File: config.mk
export PLATFORM = sky130hd
export DESIGN_NAME = fsm_moore_lector
export DESIGN_NICKNAME = d
export VERILOG_FILES = /design/src/rtl/fsm_moore_lector.sv
export SDC_FILE = /design/constraint.sdc
export NUM_CORES = 1
export LEC_CHECK = 0
export BUFFER_PORTS_ARGS = -buffer_cell sky130_fd_sc_hd__buf_2
export CORE_MARGIN = 1.5
export CORE_UTILIZATION = 49
export CTS_CLUSTER_DIAMETER = 30
export CTS_CLUSTER_SIZE = 40
export DETAILED_ROUTE_END_ITERATION = 12
export HOLD_SLACK_MARGIN = 0.02
export PLACE_DENSITY_LB_ADDON = 0.12
export SLEW_MARGIN = 30
export SYNTH_ARGS = -nofsm -noshare
export SYNTH_HDL_FRONTEND = slang
export SYNTH_SLANG_ARGS = --single-unit
File: constraint.sdc
create_clock -name clk -period 4.03 [get_ports clk]
set_input_delay 0.806 -clock clk [delete_from_list [all_inputs] [get_ports clk]]
set_output_delay 0.806 -clock clk [all_outputs]
set_load 0.02 [all_outputs]
File: src/rtl/fsm_moore_lector.sv
// Card-reader front end: deserialises an ID + even-parity frame, classifies it
// into access code L and holds L until the barrier FSM acknowledges with C.
module fsm_moore_lector #(
    parameter int              ID_W     = 8,
    parameter logic [ID_W-1:0] AUTH_LO  = 'h10,
    parameter logic [ID_W-1:0] AUTH_HI  = 'h1F,
    parameter logic [ID_W-1:0] BLOCK_ID = 'h15,
    parameter int              GAP_MAX  = 16,
    parameter int              HOLD_MAX = 1024
) (
    input  logic            clk,
    input  logic            reset,
    input  logic            D,
    input  logic            V,
    input  logic            C,
    output logic [1:0]      L,
    output logic            busy,
    output logic            err,
    output logic [ID_W-1:0] id_out
);

    localparam int BW = $clog2(ID_W + 1) + 1;
    localparam int GW = $clog2(GAP_MAX) + 1;
    localparam int HW = $clog2(HOLD_MAX) + 1;

    localparam logic [BW-1:0] BIT_LAST  = BW'(ID_W + 1);
    localparam logic [GW-1:0] GAP_LAST  = GW'(GAP_MAX - 1);
    localparam logic [HW-1:0] HOLD_LAST = HW'(HOLD_MAX - 1);

    typedef enum logic [1:0] {
        S_IDLE,
        S_RECV,
        S_EVAL,
        S_HOLD
    } state_t;

    state_t          state_q, state_d;
    logic [ID_W:0]   frame_q, frame_d;
    logic [BW-1:0]   bit_cnt_q, bit_cnt_d;
    logic [GW-1:0]   gap_cnt_q, gap_cnt_d;
    logic [HW-1:0]   hold_cnt_q, hold_cnt_d;
    logic [1:0]      l_q, l_d;
    logic            busy_q, busy_d;
    logic            err_q, err_d;
    logic [ID_W-1:0] id_out_q, id_out_d;
    logic [ID_W-1:0] rx_id;

    // Frame is shifted in MSB first, so the parity bit ends up in bit 0
    assign rx_id = frame_q[ID_W:1];

    always_comb begin
        state_d    = state_q;
        frame_d    = frame_q;
        bit_cnt_d  = bit_cnt_q;
        gap_cnt_d  = gap_cnt_q;
        hold_cnt_d = hold_cnt_q;
        l_d        = l_q;
        id_out_d   = id_out_q;
        err_d      = 1'b0;

        unique case (state_q)
            S_IDLE: begin
                l_d = 2'b00;
                if (V) begin
                    frame_d   = {frame_q[ID_W-1:0], D};
                    bit_cnt_d = BW'(1);
                    gap_cnt_d = '0;
                    state_d   = S_RECV;
                end
            end
            S_RECV: begin
                if (V) begin
                    frame_d   = {frame_q[ID_W-1:0], D};
                    bit_cnt_d = bit_cnt_q + 1'b1;
                    gap_cnt_d = '0;
                    if (bit_cnt_d == BIT_LAST) begin
                        state_d = S_EVAL;
                    end
                end else if (gap_cnt_q == GAP_LAST) begin
                    state_d   = S_IDLE;
                    bit_cnt_d = '0;
                    gap_cnt_d = '0;
                    err_d     = 1'b1;
                end else begin
                    gap_cnt_d = gap_cnt_q + 1'b1;
                end
            end
            S_EVAL: begin
                id_out_d   = rx_id;
                hold_cnt_d = '0;
                bit_cnt_d  = '0;
                gap_cnt_d  = '0;
                state_d    = S_HOLD;
                // Parity failure outranks the blocked ID, which outranks the range
                if (^frame_q) begin
                    l_d   = 2'b00;
                    err_d = 1'b1;
                end else if (rx_id == BLOCK_ID) begin
                    l_d = 2'b10;
                end else if (rx_id >= AUTH_LO && rx_id <= AUTH_HI) begin
                    l_d = 2'b11;
                end else begin
                    l_d = 2'b01;
                end
            end
            S_HOLD: begin
                if (C) begin
                    state_d    = S_IDLE;
                    l_d        = 2'b00;
                    hold_cnt_d = '0;
                end else if (hold_cnt_q == HOLD_LAST) begin
                    state_d    = S_IDLE;
                    l_d        = 2'b00;
                    hold_cnt_d = '0;
                    err_d      = 1'b1;
                end else begin
                    hold_cnt_d = hold_cnt_q + 1'b1;
                end
            end
        endcase

        busy_d = (state_d != S_IDLE);
    end

    always_ff @(posedge clk or posedge reset) begin
        if (reset) begin
            state_q    <= S_IDLE;
            frame_q    <= '0;
            bit_cnt_q  <= '0;
            gap_cnt_q  <= '0;
            hold_cnt_q <= '0;
            l_q        <= 2'b00;
            busy_q     <= 1'b0;
            err_q      <= 1'b0;
            id_out_q   <= '0;
        end else begin
            state_q    <= state_d;
            frame_q    <= frame_d;
            bit_cnt_q  <= bit_cnt_d;
            gap_cnt_q  <= gap_cnt_d;
            hold_cnt_q <= hold_cnt_d;
            l_q        <= l_d;
            busy_q     <= busy_d;
            err_q      <= err_d;
            id_out_q   <= id_out_d;
        end
    end

    assign L      = l_q;
    assign busy   = busy_q;
    assign err    = err_q;
    assign id_out = id_out_q;

endmodule

==> metrics.yaml, run 1 <==
most-common-layout-cells: "44 x dfrtp_1, 23 x nand2_1, 20 x o21ai_0"
routed_wl_um: 4090
syn_inst: 218
cts_buffers: 5
fin_skew_ns: 0.00863
drc_errors: 0
grt_max_degree: 45
crit_start: "state_q[0]"
finalCriticalPeriod_ns: 2.12
ctsHoldBuffers: 0
finalSetupViolCount: 0
period_share_pct: 52.6
yosysTopAreaCell: "dfrtp_1"
p_per_area_nw_per_um2: 600
status: "completed"
fin_util_pct: 57.3
dp_slack_ns: 1.73
ys_ff_latch: 44
critPathMaxFanout: 13
ant_nets: 0
die_w_um: 71.2
clock-root-buffer: "clkbuf_8"
rows: 24
grt_pass1_wl_um: 7160
clkLatencyLatePin_ns: 0.30
ir_worst_vdd_v: 0.000421
postLayoutSetupSlackWorst_ns: 1.91
report.final.slew_viol_count: 0
die_h_um: 71.2
leakage_nw: 1.16
cts_tree: "built"
yosysSeqAreaShare_pct: 48.3
drtPass1Iterations: 4
synthTopCellsByArea: "dfrtp_1 48%, mux2_2 8.4%, ha_1 5.5%, o21ai_0 4.4%, nand2_1 3.8%"
avgSynthCellArea_um2: 10.5
tightestPinTransition_ns: 0.629
setup.worst_path.class: "reg2reg"
end_kind: "flip-flop"
grt_usage_pct: 17.7
place_congestion: 0.776
fmax_mhz: 472
ys_warn_count: 0
overflow: 0
synthesis.area_um2: 2280
port_buffers: 16
cp-start-kind: "flip-flop"
cap_violations: 0
clk_pin_slew_ns: 0.09
final_common_cell: "dfrtp_1"
syn_to_final_growth_pct: 10.9
num_antenna_cells: 0
yosysUniqueCellTypes: 39
final-hold-violation-count: 0
drive_above_1_share_pct: 21.4
start_util_pct: 51.7
die_area_um2: 5070
r2r_setup_slack_ns: 1.91
cts_setup_buffers: 0
syn_nets: 233
hpwl_um: 2900
ios: 17
grt_pass1_vias: 1595
clockBufferDepth: 2
fin_tns_setup_ns: 0
via_per_inst: 5.60
htreeDepth: 2
cts.sinks: 44
rsz0062_at_grt: "false"
worstHoldStart: "id_out[4]"
routedWlPerCell_um: 14.1
place_inst: 282
vias: 1625
holdCritPathClass: "reg2reg"
nNetsFinal: 252
antenna_found_initial: 0
ctsResizeCount: 0
r2r-start: "state_q[0]"
placed_area_um2: 2410
dr.first_iter.drc_count: 95
finalNonFillerCells: 290
max_slew_margin_pct: 57.9
synth_top_area_share_pct: 48.3
core_um2: 4410
critPathRequiredTime_ns: 4.23
worstPathArrival_ns: 2.31
fin_area_um2: 2530
-- final timing paths --
| check | to | cells after the start |
|---|---|---|
| worst max-delay path | hold_cnt_q[9] | 7 |
| worst min-delay path | id_out[4] | 1 |
| worst max register to register | hold_cnt_q[9] | 7 |
| worst min register to register | id_out[4] | 1 |
| max in group asynchronous | bit_cnt_q[0] | 3 |
| min in group asynchronous | hold_cnt_q[2] | 3 |
-- synthesized netlist by cell type --
cell and number:
o211ai_2 1, buf_1 1, clkbuf_1 2, a21o_1 2
xor2_1 6, o21a_1 3, o31ai_1 5, nand2b_2 1
o21ai_0 20, ha_1 10, o22ai_1 1, nand4b_1 1
nand2b_1 6, a21oi_1 4, or4b_1 1, nand3_1 7
nor4_1 2, nand2_1 23, or4b_2 1, buf_4 2
a31o_2 1, a211oi_1 1, a22o_1 1, mux2_2 17
nand4_1 3, and2b_1 1, o2bb2ai_1 1, o21ai_2 1
dfrtp_1 44, a31oi_1 4, o41ai_2 3, xnor2_1 7
nor3_1 5, and4b_1 1, o221ai_1 1, inv_1 8
nor2_1 18, nor2b_1 1, nand3_2 1
-- cells by family after synthesis --
logic type / after synthesis / synth area share [%]
xor+xnor: 13 / 4.99
buf+inv: 13 / 2.47
fa+ha+maj: 10 / 5.49
compound gates: 49 / 14.9
mux: 17 / 8.39
flops: 44 / 48.3
simple gates: 72 / 15.5
-- power breakdown --
group	total, mW	internal (mW)	switching [mW]
clock	0.336	0.183	0.153
sequential	0.640	0.538	0.102
combinational	0.542	0.244	0.297
-- registers in the layout (all words and copies together) (netlist names) --
| signal | flops |
|---|---|
| bit_cnt_q | 5 |
| hold_cnt_q | 11 |
| L | 2 |
| busy | 1 |
| state_q | 2 |
| id_out | 8 |
| frame_q | 9 |
| gap_cnt_q | 5 |
| err | 1 |
-- critical path: stages, from the launching register on --
cell	delay [ns]
dfrtp_1	0.45
inv_1	0.09
ha_1	0.41
nor2_1	0.58
nor2_1	0.13
nand4_1	0.13
xor2_1	0.16
nor2_1	0.05
-- cell type report --
class / count / area, µm²
Tap cell: 52 / 65.1
Clock inverter: 3 / 42.5
Sequential cell: 44 / 1100
Inverter: 8 / 30.0
Clock buffer: 5 / 68.8
Fill cell: 375 / 1880
Multi-Input combinational cell: 161 / 1130
Timing Repair Buffer: 17 / 87.6
-- metal layers --
metal | global-route usage [%] | vias up | wire length [µm]
met5 | 0 | - | 0
met4 | 6.71 | 0 | 65
met3 | 4.50 | 6 | 137
met2 | 29.2 | 19 | 1900
met1 | 22.4 | 789 | 1990
li1 | - | 811 | -
-- through the flow --
| step | power, mW | hold slack, ns |
|---|---|---|
| after floorplan | 1.08 | 0.464 |
| after global placement | 1.18 | 0.489 |
| after detailed placement | 1.19 | 0.492 |
| after CTS | 1.54 | 0.512 |
| after global routing | 1.63 | 0.525 |
| final | 1.52 | 0.511 |
Note: power is estimated with default switching activity, not from simulation.
==> run 2: changes to the inputs <==
Clock period 4.03 ns to 2.1 ns, I/O delays scaled along.
==> run 2 against run 1 <==
Highest routed layer unchanged. Sequential share of layout area fell by 0.41 points. Clock power increased by 46%. Worst hold slack worse by 0.35 ns. First-iteration DRC count grew 1.1%. Global-route usage rose by 0.32 points. Fmax increased by 13%. Wire length fell by 0.73%. Via count increased by 1.2%. Utilization grew 0.54 points. Critical path depth fell by 1.
==> metrics.yaml, run 2 (same netlist as run 1, synthesis figures left out) <==
antenna_found_initial: 0
drtPass1Iterations: 4
dp_slack_ns: 0.192
clockBufferDepth: 2
htreeDepth: 2
most-common-layout-cells: "44 x dfrtp_1, 23 x nand2_1, 20 x o21ai_0"
num_antenna_cells: 0
start_util_pct: 51.7
routedWlPerCell_um: 13.8
drive_above_1_share_pct: 22.6
fin_util_pct: 57.9
setup.worst_path.class: "reg2reg"
combPwrFrac_pct: 38.0
switching_share_pct: 37.1
worstPathArrival_ns: 2.11
port_buffers: 16
final_common_cell: "dfrtp_1"
grt_max_degree: 26
vias: 1645
p_seq_share_pct: 44.3
top_register: "hold_cnt_q"
ir_worst_vdd_v: 0.000810
die_h_um: 71.2
rsz0062_at_grt: "false"
syn_to_final_growth_pct: 12.0
die_w_um: 71.2
cts_tree: "built"
clkPwrFrac_pct: 17.7
grt_usage_pct: 18.0
ctsHoldBuffers: 0
grt_pass1_wl_um: 7270
fin_tns_setup_ns: 0
ant_nets: 0
p_int_mw: 1.73
postLayoutSetupSlackWorst_ns: 0.224
drc_errors: 0
largest_reg_flops: 11
rows: 24
nFillCells: 392
clkLatencyLatePin_ns: 0.29
period_share_pct: 89.3
place_congestion: 0.814
tightestPinTransition_ns: 0.734
clock-root-buffer: "clkbuf_8"
overflow: 0
cp-start-kind: "flip-flop"
critPathRequiredTime_ns: 2.33
crit_chain: "inv_1 -> ha_1 -> nand2b_1 -> o211ai_2 -> or4b_1 -> nand2_1"
hpwl_um: 2910
critPathMaxFanout: 10
nNetsFinal: 258
finalSetupViolCount: 0
worst_hold_slack_ns: 0.158
crit_slowest_cell: "or4b_1"
fmax_mhz: 533
end_kind: "flip-flop"
crit_path_max_incr_delay_ns: 0.54
core_um2: 4410
ios: 17
cts_setup_buffers: 0
p_per_area_nw_per_um2: 1080
fin_area_um2: 2550
cts.sinks: 44
fin_skew_ns: 0.00937
routed_wl_um: 4060
leakage_nw: 1.18
via_per_inst: 5.58
grt_pass1_vias: 1610
cap_violations: 0
max_slew_margin_pct: 50.8
status: "completed"
placed_area_um2: 2460
final-hold-violation-count: 0
clk_pin_slew_ns: 0.08
report.final.slew_viol_count: 0
die_area_um2: 5070
holdCritPathClass: "in2async"
cts_buffers: 5
finalCriticalPeriod_ns: 1.88
dr.first_iter.drc_count: 96
switchingPower_mw: 1.02
-- run 2: cell count changes in the layout (fill, tap and decap cells not counted) --
cell / before / now
bufinv_16: 1 / 0
clkbuf_1: 0 / 1
buf_4: 1 / 6
clkinvlp_4: 1 / 0
buf_12: 0 / 1
-- run 2: timing repair --
action | 4_1_cts | 5_1_grt
endpoints found under the hold margin | 0 | 0
gates resized for setup | 0 | 1
endpoints found under the setup margin | 0 | 3
-- run 2: final timing paths --
kind,startpoint,end,slack [ns],cells after the start
max in group asynchronous,reset,state_q[0],1.43,3
min in group clk,D,frame_q[0],0.36,2
worst max register to register,state_q[0],bit_cnt_q[2],0.22,6
worst min-delay path,reset,id_out[5],0.16,2
worst max-delay path,state_q[0],bit_cnt_q[2],0.22,6
worst min register to register,L[1],L[1],0.50,2
-- run 2: critical path: cells and delay by family, from the launching register on --
kind | cells | cell delay [ns]
DFF | 1 | 0.44
and+or+nand+nor | 3 | 0.80
buffers and inverters | 1 | 0.09
adders and majority gates | 1 | 0.28
AOI/OAI and AO/OA | 1 | 0.21
-- run 2: through the flow --
step                      power, mW  cells
after floorplan                2.06    218
after global placement         2.27    288
after detailed placement       2.28    288
after CTS                      2.79    295
after global routing           2.97    295
final                          2.76    295
-- run 2: power groups by stage --
stage	logic (mW)	registers [mW]	clock network, mW
2_1_floorplan	0.823	1.24	0
3_3_place_gp	1.04	1.24	0
3_5_place_dp	1.04	1.24	0
4_1_cts	1.05	1.22	0.511
5_1_grt	1.17	1.25	0.545
6_report	1.05	1.22	0.489
-- run 2: cell type report --
class	count	area, µm²	area share [%]
Multi-Input combinational cell	161	1130	44.4
Inverter	8	30.0	1.18
Clock inverter	1	5.00	0.196
Sequential cell	44	1100	43.1
Tap cell	52	65.1	2.55
Timing Repair Buffer	23	145	5.68
Clock buffer	6	72.6	2.84
-- run 2: routing by layer --
layer	up-vias	part of all wire [%]	track usage [%]
met4	0	0.99	6.08
met1	787	50	24.6
met2	25	46	28.1
li1	828	-	-
met5	-	0	0
met3	5	3.1	4.64
==> run 3: changes to the inputs <==
Clock period 2.1 ns to 2.2 ns, I/O delays scaled along.
==> run 3 against run 2 <==
Wire length up 3.1%. Combinational power shrank 5%. First-iteration DRC count is 39% higher. Worst hold slack gained 0.0094 ns. Critical endpoint is now bit_cnt_q[4]. Largest cell class unchanged. Highest routed layer unchanged.
==> metrics.yaml, run 3 (same netlist as run 1, synthesis figures left out) <==
status: "completed"
hpwl_um: 3040
leakage_nw: 1.16
routed_wl_um: 4180
ir_worst_vdd_v: 0.000758
clkPwrFrac_pct: 19.6
critPathRequiredTime_ns: 2.38
period_share_pct: 88.3
die_w_um: 71.2
grt_usage_pct: 18.9
place_congestion: 0.810
fin_skew_ns: 0.00723
ctsResizeCount: 0
finalSetupViolCount: 0
crit_path_max_incr_delay_ns: 0.44
syn_to_final_growth_pct: 11.3
die_h_um: 71.2
top_register: "hold_cnt_q"
finalCriticalPeriod_ns: 1.94
routedWlPerCell_um: 14.3
crit_chain: "inv_1 -> ha_1 -> nand2b_2 -> o211ai_2 -> nor3_1 -> a21oi_1 -> o21ai_0"
combPwrFrac_pct: 37.0
worst-path-buf-inv: 1
num_antenna_cells: 0
clk_pin_slew_ns: 0.08
htreeDepth: 2
p_int_mw: 1.69
fin_tns_setup_ns: 0
path_delay_family: "compound AO/OA/AOI/OAI gates"
final_common_cell: "dfrtp_1"
fmax_mhz: 515
dr.first_iter.drc_count: 133
clockBufferDepth: 2
cts_buffers: 5
p_per_area_nw_per_um2: 1060
ant_nets: 0
grt_pass1_wl_um: 7710
rsz0062_at_grt: "false"
grt_pass1_vias: 1704
switching_share_pct: 37.4
max_slew_margin_pct: 50.4
clock-root-buffer: "clkbuf_8"
r2r_setup_slack_ns: 0.26
via_per_inst: 5.67
holdCritPathClass: "in2async"
largest_reg_flops: 11
worstPathArrival_ns: 2.12
switchingPower_mw: 1.01
final-hold-violation-count: 0
end_kind: "flip-flop"
vias: 1662
die_area_um2: 5070
cts.sinks: 44
cp-start-kind: "flip-flop"
start_util_pct: 51.7
cts_tree: "built"
placed_area_um2: 2440
tightestPinTransition_ns: 0.739
core_um2: 4410
crit_start: "state_q[1]"
fin_area_um2: 2540
r2r-start: "state_q[1]"
clkLatencyLatePin_ns: 0.30
port_buffers: 16
drc_errors: 0
nNetsFinal: 255
p_seq_share_pct: 43.4
critPathMaxFanout: 10
cts_setup_buffers: 0
overflow: 0
place_inst: 285
crit_slowest_cell: "dfrtp_1"
report.final.slew_viol_count: 0
most-common-layout-cells: "44 x dfrtp_1, 23 x nand2_1, 20 x o21ai_0"
ctsHoldBuffers: 0
rows: 24
antenna_found_initial: 0
cap_violations: 0
setup.worst_path.class: "reg2reg"
finalNonFillerCells: 293
drtPass1Iterations: 4
grt_max_degree: 26
drive_above_1_share_pct: 22.4
ios: 17
run 3: cell types whose count changed in the layout (fill, tap and decap cells not counted):
cell	change
nor2_2	+1
buf_4	-3
nor2_1	-1
o41ai_2	+1
clkbuf_8	+1
clkinv_2	-1
o41ai_4	-1
clkinvlp_4	+1
run 3: worst register-to-register path, cell delays in order (launching register included):
cell and delay, ns:
dfrtp_1 0.44, inv_1 0.15, ha_1 0.37, nand2b_2 0.16, o211ai_2 0.40, nor3_1 0.10, a21oi_1 0.12, o21ai_0 0.08
run 3: final cells by class:
cell class                 count  area (µm²)
clock buffer                   7        86.3
clock inverter                 1        7.51
fill                         391        1880
inverter                       8        30.0
multi-input combinational    161        1130
sequential                    44        1100
tap                           52        65.1
timing repair buffer          20         123
run 3: layer usage:
metal	vias up	track usage (%)	wire length (µm)
li1	824	-	-
met2	27	31.4	1950
met5	-	0	0
met3	8	3.52	157
met4	0	6.29	66
met1	803	25.1	2000
run 3: path summary, 6_finish.rpt:
kind,end,cells past startpoint
worst max-delay path,bit_cnt_q[4],7
max in group asynchronous,state_q[0],3
min in group clk,frame_q[0],2
worst min-delay path,id_out[5],2
worst min register to register,L[0],2
worst max register to register,bit_cnt_q[4],7
run 3: power by group through the flow:
| stage | Combinational [mW] | Sequential, mW | Clock, mW |
|---|---|---|---|
| 6_report | 1.00 | 1.17 | 0.530 |
| 5_1_grt | 1.13 | 1.21 | 0.569 |
| 4_1_cts | 1.01 | 1.17 | 0.543 |
| 3_5_place_dp | 1.01 | 1.19 | 0 |
| 3_3_place_gp | 0.989 | 1.18 | 0 |
| 2_1_floorplan | 0.786 | 1.18 | 0 |
run 3: metrics by stage:
| step | worst slack, ns | power (mW) | utilization, % | hold slack, ns |
|---|---|---|---|---|
| after floorplan | 0.414 | 1.97 | - | 0.464 |
| after global placement | 0.265 | 2.17 | 55.3 | 0.483 |
| after detailed placement | 0.203 | 2.20 | 55.3 | 0.491 |
| after CTS | 0.193 | 2.73 | 57.5 | 0.182 |
| after global routing | 0.0554 | 2.90 | 57.5 | 0.231 |
| final | 0.257 | 2.70 | 57.5 | 0.167 |
